[src/rtl/write_back_pipe.sv]
// write_back_pipe: write-back stage with a one-entry output
// register plus one skid entry, so in_ready can come from a flop.
// Params: WIDTH (datapath bits, multiple of 8, >=16),
//   RADDR_W (register address bits).
// Ports:
//   wb_clk, wb_rst     clock, async active-high reset
//   in_valid/in_ready  upstream handshake
//   read_data          load data
//   alu_result         ALU value, also the load address
//   pc_in              PC (link value is pc_in+4)
//   wb_sel             00/11 ALU, 01 memory, 10 link
//   ld_size/ld_signed  load width and extension
//   rd_in/reg_write_in destination and write enable
//   out_stall          register-file port busy
//   out_valid, reg_write_out, rd_out, write_data,
//   pc_out, pc_write   output entry (pc_write when rd is all-ones)
// Option: define WB_SUBWORD_EN to extract and extend byte and
//   half loads; otherwise memory data passes through unmodified.
module write_back_pipe #(
  parameter int WIDTH   = 32,
  parameter int RADDR_W = 4
) (
  input  logic               wb_clk,
  input  logic               wb_rst,
  input  logic               in_valid,
  output logic               in_ready,
  input  logic [WIDTH-1:0]   read_data,
  input  logic [WIDTH-1:0]   alu_result,
  input  logic [WIDTH-1:0]   pc_in,
  input  logic [1:0]         wb_sel,
  input  logic [1:0]         ld_size,
  input  logic               ld_signed,
  input  logic [RADDR_W-1:0] rd_in,
  input  logic               reg_write_in,
  input  logic               out_stall,
  output logic               out_valid,
  output logic               reg_write_out,
  output logic [RADDR_W-1:0] rd_out,
  output logic [WIDTH-1:0]   write_data,
  output logic [WIDTH-1:0]   pc_out,
  output logic               pc_write
);

  typedef struct packed {
    logic               rw;
    logic [RADDR_W-1:0] rd;
    logic [WIDTH-1:0]   data;
    logic [WIDTH-1:0]   pc;
  } wb_entry_t;

  typedef enum logic [1:0] {
    EMPTY,
    ONE,
    FULL
  } state_t;

  state_t    state;
  state_t    state_nx;
  wb_entry_t out_q;
  wb_entry_t skid_q;
  wb_entry_t in_e;
  logic      ready_q;
  logic      accept;
  logic      consume;
  logic      ld_out;
  logic      ld_skid;
  logic      ld_promote;

  logic [WIDTH-1:0] link;
  logic [WIDTH-1:0] ld_val;
  logic [WIDTH-1:0] wdata;
  logic             sel_mem;
  logic             sel_link;

  // ---- value selection ----
  assign link     = pc_in + WIDTH'(4);
  assign sel_mem  = (wb_sel == 2'b01);
  assign sel_link = (wb_sel == 2'b10);

`ifdef WB_SUBWORD_EN
  logic [7:0]  ld_byte;
  logic [15:0] ld_half;
  logic        is_byte;
  logic        is_half;

  // Lane picked by the low address bits of the load.
  assign ld_byte =
    8'(read_data >> {alu_result[1:0], 3'b000});
  assign ld_half =
    16'(read_data >> {alu_result[1], 4'b0000});
  assign is_byte = (ld_size == 2'b10);
  assign is_half = (ld_size == 2'b01);

  always_comb begin
    ld_val = read_data;
    unique case (1'b1)
      is_byte: begin
        ld_val = {WIDTH{ld_signed & ld_byte[7]}};
        ld_val[7:0] = ld_byte;
      end
      is_half: begin
        ld_val = {WIDTH{ld_signed & ld_half[15]}};
        ld_val[15:0] = ld_half;
      end
      default: ld_val = read_data;
    endcase
  end
`else
  logic unused_ld;
  assign unused_ld = ^{ld_size, ld_signed};
  assign ld_val    = read_data;
`endif

  always_comb begin
    wdata = alu_result;
    unique case (1'b1)
      sel_mem:  wdata = ld_val;
      sel_link: wdata = link;
      default:  wdata = alu_result;
    endcase
  end

  assign in_e = '{
    rw:   reg_write_in,
    rd:   rd_in,
    data: wdata,
    pc:   pc_in
  };

  // ---- handshake ----
  assign accept  = in_valid & ready_q;
  assign consume = (state != EMPTY) & ~out_stall;

  always_comb begin
    state_nx   = state;
    ld_out     = 1'b0;
    ld_skid    = 1'b0;
    ld_promote = 1'b0;
    unique case (state)
      EMPTY: begin
        if (accept) begin
          state_nx = ONE;
          ld_out   = 1'b1;
        end
      end
      ONE: begin
        if (consume && accept) begin
          ld_out = 1'b1;
        end else if (consume) begin
          state_nx = EMPTY;
        end else if (accept) begin
          state_nx = FULL;
          ld_skid  = 1'b1;
        end
      end
      FULL: begin
        // ready_q is low here, so nothing new arrives
        if (consume) begin
          state_nx   = ONE;
          ld_promote = 1'b1;
        end
      end
      default: state_nx = EMPTY;
    endcase
  end

  always_ff @(posedge wb_clk or posedge wb_rst) begin
    if (wb_rst) begin
      state   <= EMPTY;
      ready_q <= 1'b1;
    end else begin
      state   <= state_nx;
      // registered copy of "skid is free"
      ready_q <= (state_nx != FULL);
    end
  end

  always_ff @(posedge wb_clk or posedge wb_rst) begin
    if (wb_rst) begin
      out_q  <= '0;
      skid_q <= '0;
    end else begin
      if (ld_out) begin
        out_q <= in_e;
      end else if (ld_promote) begin
        out_q <= skid_q;
      end
      if (ld_skid) begin
        skid_q <= in_e;
      end
    end
  end

  // ---- outputs ----
  assign in_ready      = ready_q;
  assign out_valid     = (state != EMPTY);
  assign reg_write_out = out_valid & out_q.rw;
  assign rd_out        = out_q.rd;
  assign write_data    = out_q.data;
  assign pc_out        = out_q.pc;
  assign pc_write      = reg_write_out & (&out_q.rd);

endmodule

[config.mk]
export PLATFORM = sky130hd
export DESIGN_NAME = write_back_pipe
export DESIGN_NICKNAME = d
export VERILOG_FILES = /design/src/rtl/write_back_pipe.sv
export SDC_FILE = /design/constraint.sdc
export NUM_CORES = 1
export LEC_CHECK = 0
export ABC_AREA = 0
export BUFFER_PORTS_ARGS = -buffer_cell sky130_fd_sc_hd__buf_2
export CAP_MARGIN = 5
export CORE_ASPECT_RATIO = 0.5
export CORE_MARGIN = 2
export CORE_UTILIZATION = 51
export CTS_BUF_LIST = sky130_fd_sc_hd__clkbuf_4
export DETAILED_ROUTE_END_ITERATION = 8
export GPL_TIMING_DRIVEN = 0
export HOLD_SLACK_MARGIN = 0.1
export MAX_ROUTING_LAYER = met4
export PLACE_DENSITY_LB_ADDON = 0.08
export REMOVE_ABC_BUFFERS = 1
export SYNTH_ARGS = -nofsm -noshare
export SYNTH_HDL_FRONTEND = slang
export SYNTH_SLANG_ARGS = --single-unit
[constraint.sdc]
create_clock -name wb_clk -period 5 [get_ports wb_clk]
set_input_delay 1 -clock wb_clk [delete_from_list [all_inputs] [get_ports wb_clk]]
set_output_delay 1 -clock wb_clk [all_outputs]
set_load 0.01 [all_outputs]
### Word-level counts from Yosys, hierarchy flattened

Index checks and enable logic that the tools add are counted.

* bits of input ports: 110
* output and inout bits: 72
* register bits after elaboration: 141

* reductions and logical operators: 5
* bitwise gates (word level): 5
* multiplexer cells: 17
* eq/ne operators: 5
* add/sub/neg operators: 1

Operators with widths (count)
* 2-to-1 mux 69 bit: 2
* one-hot mux 32 bit (2 select lines): 1
* adder 32 x 3 -> 32 bit, second input constant: 1
* 2-to-1 mux 2 bit: 5
* 2-to-1 mux 1 bit: 7
* one-hot mux 2 bit (3 select lines): 1
* bitwise AND 1 bit: 4
* equality test 2 x 1 -> 1 bit, second input constant: 2
* equality test 2 bit, second input constant: 2
* AND reduction 4 bit: 1
* nonzero test 2 bit: 2
* logical NOT 2 bit: 1
* inequality test 2 bit, second input constant: 1
* one-hot mux 1 bit (2 select lines): 1
* logical AND 1 bit: 1
* inverter 1 bit: 1

### Depth between registers and ports, before layout

Gate-level depths: netlist (run 1).

* depth after elaboration: 6
* gate-level depth with buffers: 8

### Worst setup path after synthesis (run 1)

No wires, ideal clock.

* kind: input to register
* start: input port pc_in[5]
* end: register out_q (netlist bit write_data[27])
* data arrival time: 2701 ps
* setup slack: 2217 ps
* required time: 4918 ps
* cell stages on the path: 7
* library setup time: 82 ps
* cell sequence: buf_2 > nand2_1 > or4_1 > buf_4 > nor3b_2 > mux2_1 > a31oi_1

* word-level cells in the longest chain between the ends: 3

RTL lines
* from (decl): line 29 `input logic [WIDTH-1:0] pc_in,`
* adder 32 x 3 -> 32 bit: line 76 `assign link = pc_in + WIDTH'(4);`
* one-hot mux 32 bit (2 select lines): line 116 `unique case (1'b1)`
* 2-to-1 mux 69 bit: line 183 `if (ld_out) begin`
* to (signal assigned): line 184 `out_q <= in_e;`
* to (signal assigned): line 186 `out_q <= skid_q;`
* to (decl): line 59 `wb_entry_t out_q;`

No other way between the ends.
A chain may end at the register's enable or synchronous reset.

### Worst setup path in the final report (run 1)

* start: input port wb_sel[0]
* end: register out_q (netlist bit write_data[23])

* word-level cells in the longest chain between the ends: 3
* elaborated cells on any way between the ends: 4

RTL lines
* from (decl): line 30 `input logic [1:0] wb_sel,`
* equality test 2 bit or equality test 2 x 1 -> 1 bit (tied branches): line 78, 77
* one-hot mux 32 bit (2 select lines) (*): line 116
* 2-to-1 mux 69 bit (*): line 183

Every way passes the cells marked *; elsewhere a longest branch is shown, timed or not.

==> flow_summary.toml, run 1 <==
[layout]
final-seq-area_um2 = 3530
nFillCells = 1371
multi_input_area_um2 = 3357
finalNetCount = 1071
areaGrowthSynthToFinish_pct = 13.01
drive_gt1_frac = 0.2595
fin_util = 0.5954
fin_area_um2 = 8706

[timing]
period_needed_ns = 3.423
relSlewSlack = 0.1566
worst_pin_slew_ns = 1.264
final_max_slew_viol_count = 0
worst_slack_ns = 1.577
setup_tns_ns = 0
fin_crit_sh = 0.6846
hold_ws_ns = 0.4834
setup_violations = 0
final_hold_viol_count = 0
max_freq_mhz = 292.1
finClkSkew_ns = 0.02875
rsz0062_at_grt = "false"

[drt]
drt_wl_total_mm = 21.24
num_vias = 6587
drc = 0
dr.pass1.iters = 5
post_drt_via_cell_ratio = 5.630
drt_iter0_drc = 481
routedWlPerCell_um = 18.15
postRouteAntennaNets = 0

[setup_path]
cp_max_fo = 42
startpoint_type = "input pin"
arrival_ns = 3.87
critPathCaptureType = "flip-flop"
path_class = "input pin to flip-flop"
cp.required_ns = 5.45

[floorplan]
design.die.area_um2 = 16160
core_um2 = 14620
die_x_um = 177.8
start_util = 0.5268
pin_count = 182
rows = 31
die_h_um = 90.91

[synthesis]
synth_top_area_frac = 0.4548
avgSynthCellArea_um2 = 8.814
synth_area_um2 = 7704
yosysUniqueCellTypes = 67
ys_seq_elements = 141
syn_inst = 874
ys.flop_type = "dfrtp_1"
synth_edf_count = 0
synth.area.top_cells = "dfrtp_1 (45%), nand2_1 (11%), buf_4 (7.0%)"
yosys_warnings = 0
synth_top_area_cell = "dfrtp_1"
async_flop_share = 1.000
yosysSeqAreaShare = 0.4582

[clock_tree]
cts_setup_buffers = 0
h-tree-depth = 4
insertion_delay_ns = 0.55
cts_resized = 0
cts_hold_buf = 0
cts_buffer_depth = 2
cts.sinks = 141
cts_made_buffers = 17
cts_tree = "done"
clkTransAtPathRegs_ns = 0.13
ctsRootBufferMaster = "clkbuf_4"

[min_path]
hp-class = "flip-flop to flip-flop"

[global_routing]
grt_max_degree = 73
grt_pass1_wl_mm = 33.71
grt_pass1_vias = 6216
grt_usage = 0.2764
antenna_found_initial = 1
grt-ovfl-total = 0

[place]
pre_cts_ws_ns = 0.9850
dpl_cell_area_um2 = 8344
place_hpwl_mm = 14.44
port_buffers = 178
globalplace.congestion = 0.7753

[pwr]
p_leak_uw = 0.004162
p_per_area_nw_per_um2 = 512.2
ir_drop_v = 0.0001975

[outcome]
status = "finished clean"

[run]
max-cap-violations = 0
layer usage:
| layer | share of wire | vias to the layer above | GRT usage |
|---|---|---|---|
| met4 | 0.0065 | 0 | 0.04918 |
| met5 | 0 | - | - |
| met3 | 0.059 | 15 | 0.04419 |
| met1 | 0.48 | 3207 | 0.3998 |
| met2 | 0.45 | 216 | 0.4154 |
| li1 | - | 3149 | - |
critical path, stage by stage:
cell and delay (ns):
buf_2 0.09, inv_1 0.04, ha_2 0.92, inv_1 0.85
and3_1 0.46, mux2i_1 0.13, nand3_1 0.11, o31ai_1 0.25
through the flow:
stage               power (uW)  instances
global placement          3528       1119
finish                    4459       1170
global route              4776       1170
CTS                       4471       1168
floorplan                 2900        743
detailed placement        3597       1136
logic make-up after synthesis:
| family | Yosys count | share of synthesized area |
|---|---|---|
| DFF | 141 | 0.4582 |
| AOI/OAI and AO/OA | 206 | 0.1804 |
| muxes | 20 | 0.02729 |
| adders and majority gates | 3 | 0.004873 |
| and+or+nand+nor | 343 | 0.2001 |
| buffers and inverters | 145 | 0.1109 |
| xor gates and xnor gates | 16 | 0.01819 |
cell usage in the layout (no fill, tap or decap), drive strengths merged, types with 9 or more instances in the layout:
| cell type | Yosys | routed |
|---|---|---|
| buf | 85 | 196 |
| mux2i | 12 | 12 |
| a22oi | 45 | 45 |
| inv | 14 | 17 |
| a31oi | 11 | 11 |
| nand2 | 232 | 232 |
| nand3 | 16 | 16 |
| o21ai | 51 | 51 |
| o31ai | 17 | 17 |
| nor4 | 10 | 10 |
| nor3 | 9 | 9 |
| nand2b | 10 | 10 |
| nand4 | 9 | 9 |
| dfrtp | 140 | 140 |
| clkbuf | 46 | 19 |
| a21oi | 29 | 29 |
| nor2 | 28 | 28 |
where the power goes:
group          internal [uW]  switching [uW]  total (uW)
Sequential              1680             296        1980
Combinational            682             919        1600
Clock                    412             466         877
Yosys cell counts (3+ instances only):
master	n
xor2_1	8
a211oi_1	6
nand2b_1	10
buf_6	4
nand4_1	8
nor2_1	28
clkbuf_1	45
or4_1	4
o21ai_0	49
xnor2_1	8
nand3_1	14
ha_1	3
o211ai_1	6
buf_2	5
o31a_1	4
buf_4	72
or3_1	4
nor2b_1	7
a22o_1	3
o31ai_1	16
a22oi_1	45
nor3_1	7
dfrtp_1	140
inv_1	14
o221ai_1	3
mux2_1	3
a221o_1	7
mux2_2	5
o22ai_1	3
and3_1	4
nand2_1	232
a21oi_1	29
a31oi_1	11
mux2i_1	12
nor4_1	9
buf_1	4
a221oi_1	8
final timing paths:
path	from	to	slack (ns)	cells past startpoint
max	wb_sel[0]	write_data[23]	1.58	8
min in group asynchronous	wb_rst	pc_out[25]	0.54	2
min	pc_out[19]	pc_out[19]	0.48	2
max reg2reg	state[0]	write_data[19]	2.64	7
min reg2reg	pc_out[19]	pc_out[19]	0.48	2
max in group asynchronous	wb_rst	skid_q[7]	3.66	3
flip-flops by register name, summed over array words and instances (netlist names):
name / cells
skid_q: 69
pc_out: 32
write_data: 32
rd_out: 4
state: 2
in_ready: 1
out_q: 1
final cells by class:
class	instances	area share
diodes	1	0.0002874
multi-input cells	588	0.3856
repair buffers	196	0.1355
clock inverters	13	0.02170
flip-flops and latches	141	0.4054
inverters	14	0.006611
well taps	198	0.02846
clock buffers	19	0.01638
No activity file was read; power rests on OpenSTA's default activity.
==> run 2: changes to the inputs <==
--- a/config.mk
+++ b/config.mk
@@ -10,7 +10,7 @@
 export CAP_MARGIN = 5
 export CORE_ASPECT_RATIO = 0.5
 export CORE_MARGIN = 2
-export CORE_UTILIZATION = 51
+export CORE_UTILIZATION = 56
 export CTS_BUF_LIST = sky130_fd_sc_hd__clkbuf_4
 export DETAILED_ROUTE_END_ITERATION = 8
 export GPL_TIMING_DRIVEN = 0
==> constraint.sdc (replaced) <==
create_clock -name wb_clk -period 3.4 [get_ports wb_clk]
set_input_delay 0.68 -clock wb_clk [delete_from_list [all_inputs] [get_ports wb_clk]]
set_output_delay 0.68 -clock wb_clk [all_outputs]
set_load 0.01 [all_outputs]
==> flow_summary.toml, run 2 (same netlist as run 1, synthesis figures left out) <==
[outcome]
status = "finished clean"

[setup_path]
r2r_cells = 9
startpoint_type = "input pin"
critPathCapture = "write_data[18]"
cp.required_ns = 3.81
worstSetupStartpoint = "wb_sel[0]"
arrival_ns = 3.62
critPathCaptureType = "flip-flop"
path_class = "input pin to flip-flop"
cp_max_fo = 43
r2r_slack_ns = 0.67
r2r-end = "write_data[12]"
reg2reg_from = "state[0]"

[timing]
finClkSkew_ns = 0.02961
relSlewSlack = 0.3148
final_max_slew_viol_count = 0
final_hold_viol_count = 0
max_freq_mhz = 311.7
worst_slack_ns = 0.1916
period_needed_ns = 3.208
setup_violations = 0
rsz0062_at_grt = "false"
worst_pin_slew_ns = 1.028
fin_crit_sh = 0.9437

[floorplan]
pin_count = 182
die_h_um = 86.94
core_um2 = 13480
die_x_um = 169.9
start_util = 0.5717
design.die.area_um2 = 14770
rows = 30

[clock_tree]
ctsRootBufferMaster = "clkbuf_4"
cts_buffer_depth = 2
cts.sinks = 141
cts_setup_buffers = 0
h-tree-depth = 4
cts_resized = 0
cts_tree = "done"
insertion_delay_ns = 0.55
clkTransAtPathRegs_ns = 0.14
cts_hold_buf = 0
cts_made_buffers = 17

[run]
max-cap-violations = 0

[place]
globalplace.congestion = 0.8517
pre_cts_ws_ns = -0.3715
dp.cells = 1111
place_hpwl_mm = 13.90
port_buffers = 178

[pwr]
p_leak_uw = 0.004126
p_total_uw = 6519
p_per_area_nw_per_um2 = 755.2
ir_drop_v = 0.0003406

[min_path]
hp-class = "input pin to async pin"

[layout]
layout_commonest_cell = "nand2_1"
largest-register = "skid_q"
finalNetCount = 1069
final-seq-area_um2 = 3530
largest_reg_flops = 69
fin_util = 0.6406
multi_input_area_um2 = 3359
nFillCells = 1214
areaGrowthSynthToFinish_pct = 12.05
drive_gt1_frac = 0.2593
mostFrequentLayoutCells = "nand2_1 (232), buf_2 (178), dfrtp_1 (140)"
stdcell_count = 1145

[global_routing]
grt_pass1_wl_mm = 33.85
grt_max_degree = 83
grt_pass1_vias = 6417
antenna_found_initial = 1
grt_usage = 0.3055
grt-ovfl-total = 0

[drt]
post_drt_via_cell_ratio = 5.878
postRouteAntennaNets = 0
routedWlPerCell_um = 18.58
drc = 0
num_vias = 6730
dr.pass1.iters = 5
drt_wl_total_mm = 21.28
drt_iter0_drc = 532
[run 2: changes by cell type in the layout (fill, tap and decap cells not counted), sizes merged]
cell      before  now
clkbuf        19   18
buf          196  193
inv           17   16
clkinvlp       4    6
[run 2: final cells by class]
| cell class | instances | share of cell area |
|---|---|---|
| Antenna cell | 1 | 0.0002899 |
| Clock buffer | 18 | 0.01565 |
| Clock inverter | 13 | 0.02189 |
| Inverter | 14 | 0.007102 |
| Multi-Input combinational cell | 588 | 0.3892 |
| Sequential cell | 141 | 0.4089 |
| Tap cell | 176 | 0.02551 |
| Timing Repair Buffer | 193 | 0.1309 |
| Timing Repair inverter | 1 | 0.0005798 |
[run 2: metal layers]
metal | track usage | vias to the layer above | wire, um
met5 | - | - | 0
met4 | 0.07148 | 0 | 134
met3 | 0.05452 | 13 | 1573
met2 | 0.4657 | 257 | 9527
met1 | 0.4309 | 3306 | 10040
li1 | - | 3154 | -
[run 2: per-stage QoR]
stage | setup TNS (ns) | hold WS (ns) | cell area [um^2]
2_1_floorplan | -476.83 | 0.4456 | 6902
3_3_place_gp | -1424.83 | 0.4523 | 8013
3_5_place_dp | -3.099 | 0.4569 | 8269
4_1_cts | 0 | 0.2780 | 8593
5_1_grt | 0 | 0.2965 | 8632
6_report | 0 | 0.2577 | 8632
[run 2: worst min-delay path by stage]
stage / endpoint / slack (ns) / cells after the start
after global routing: pc_out[0] / 0.30 / 2
after CTS: rd_out[3] / 0.28 / 2
after detailed placement: pc_out[3] / 0.46 / 2
final: pc_out[0] / 0.26 / 2
after floorplan: skid_q[36] / 0.45 / 2
after global placement: pc_out[0] / 0.45 / 2
[run 2: critical path, cell delays in order]
cell and delay [ns]:
buf_2 0.09, inv_1 0.04, ha_2 0.98, clkinvlp_2 1.12, o31ai_1 0.58, a31oi_1 0.08
[run 2: power by group]
group | switching, uW | internal [uW]
registers | 447 | 2480
logic | 1350 | 977
clock network | 677 | 593
total | 2470 | 4050
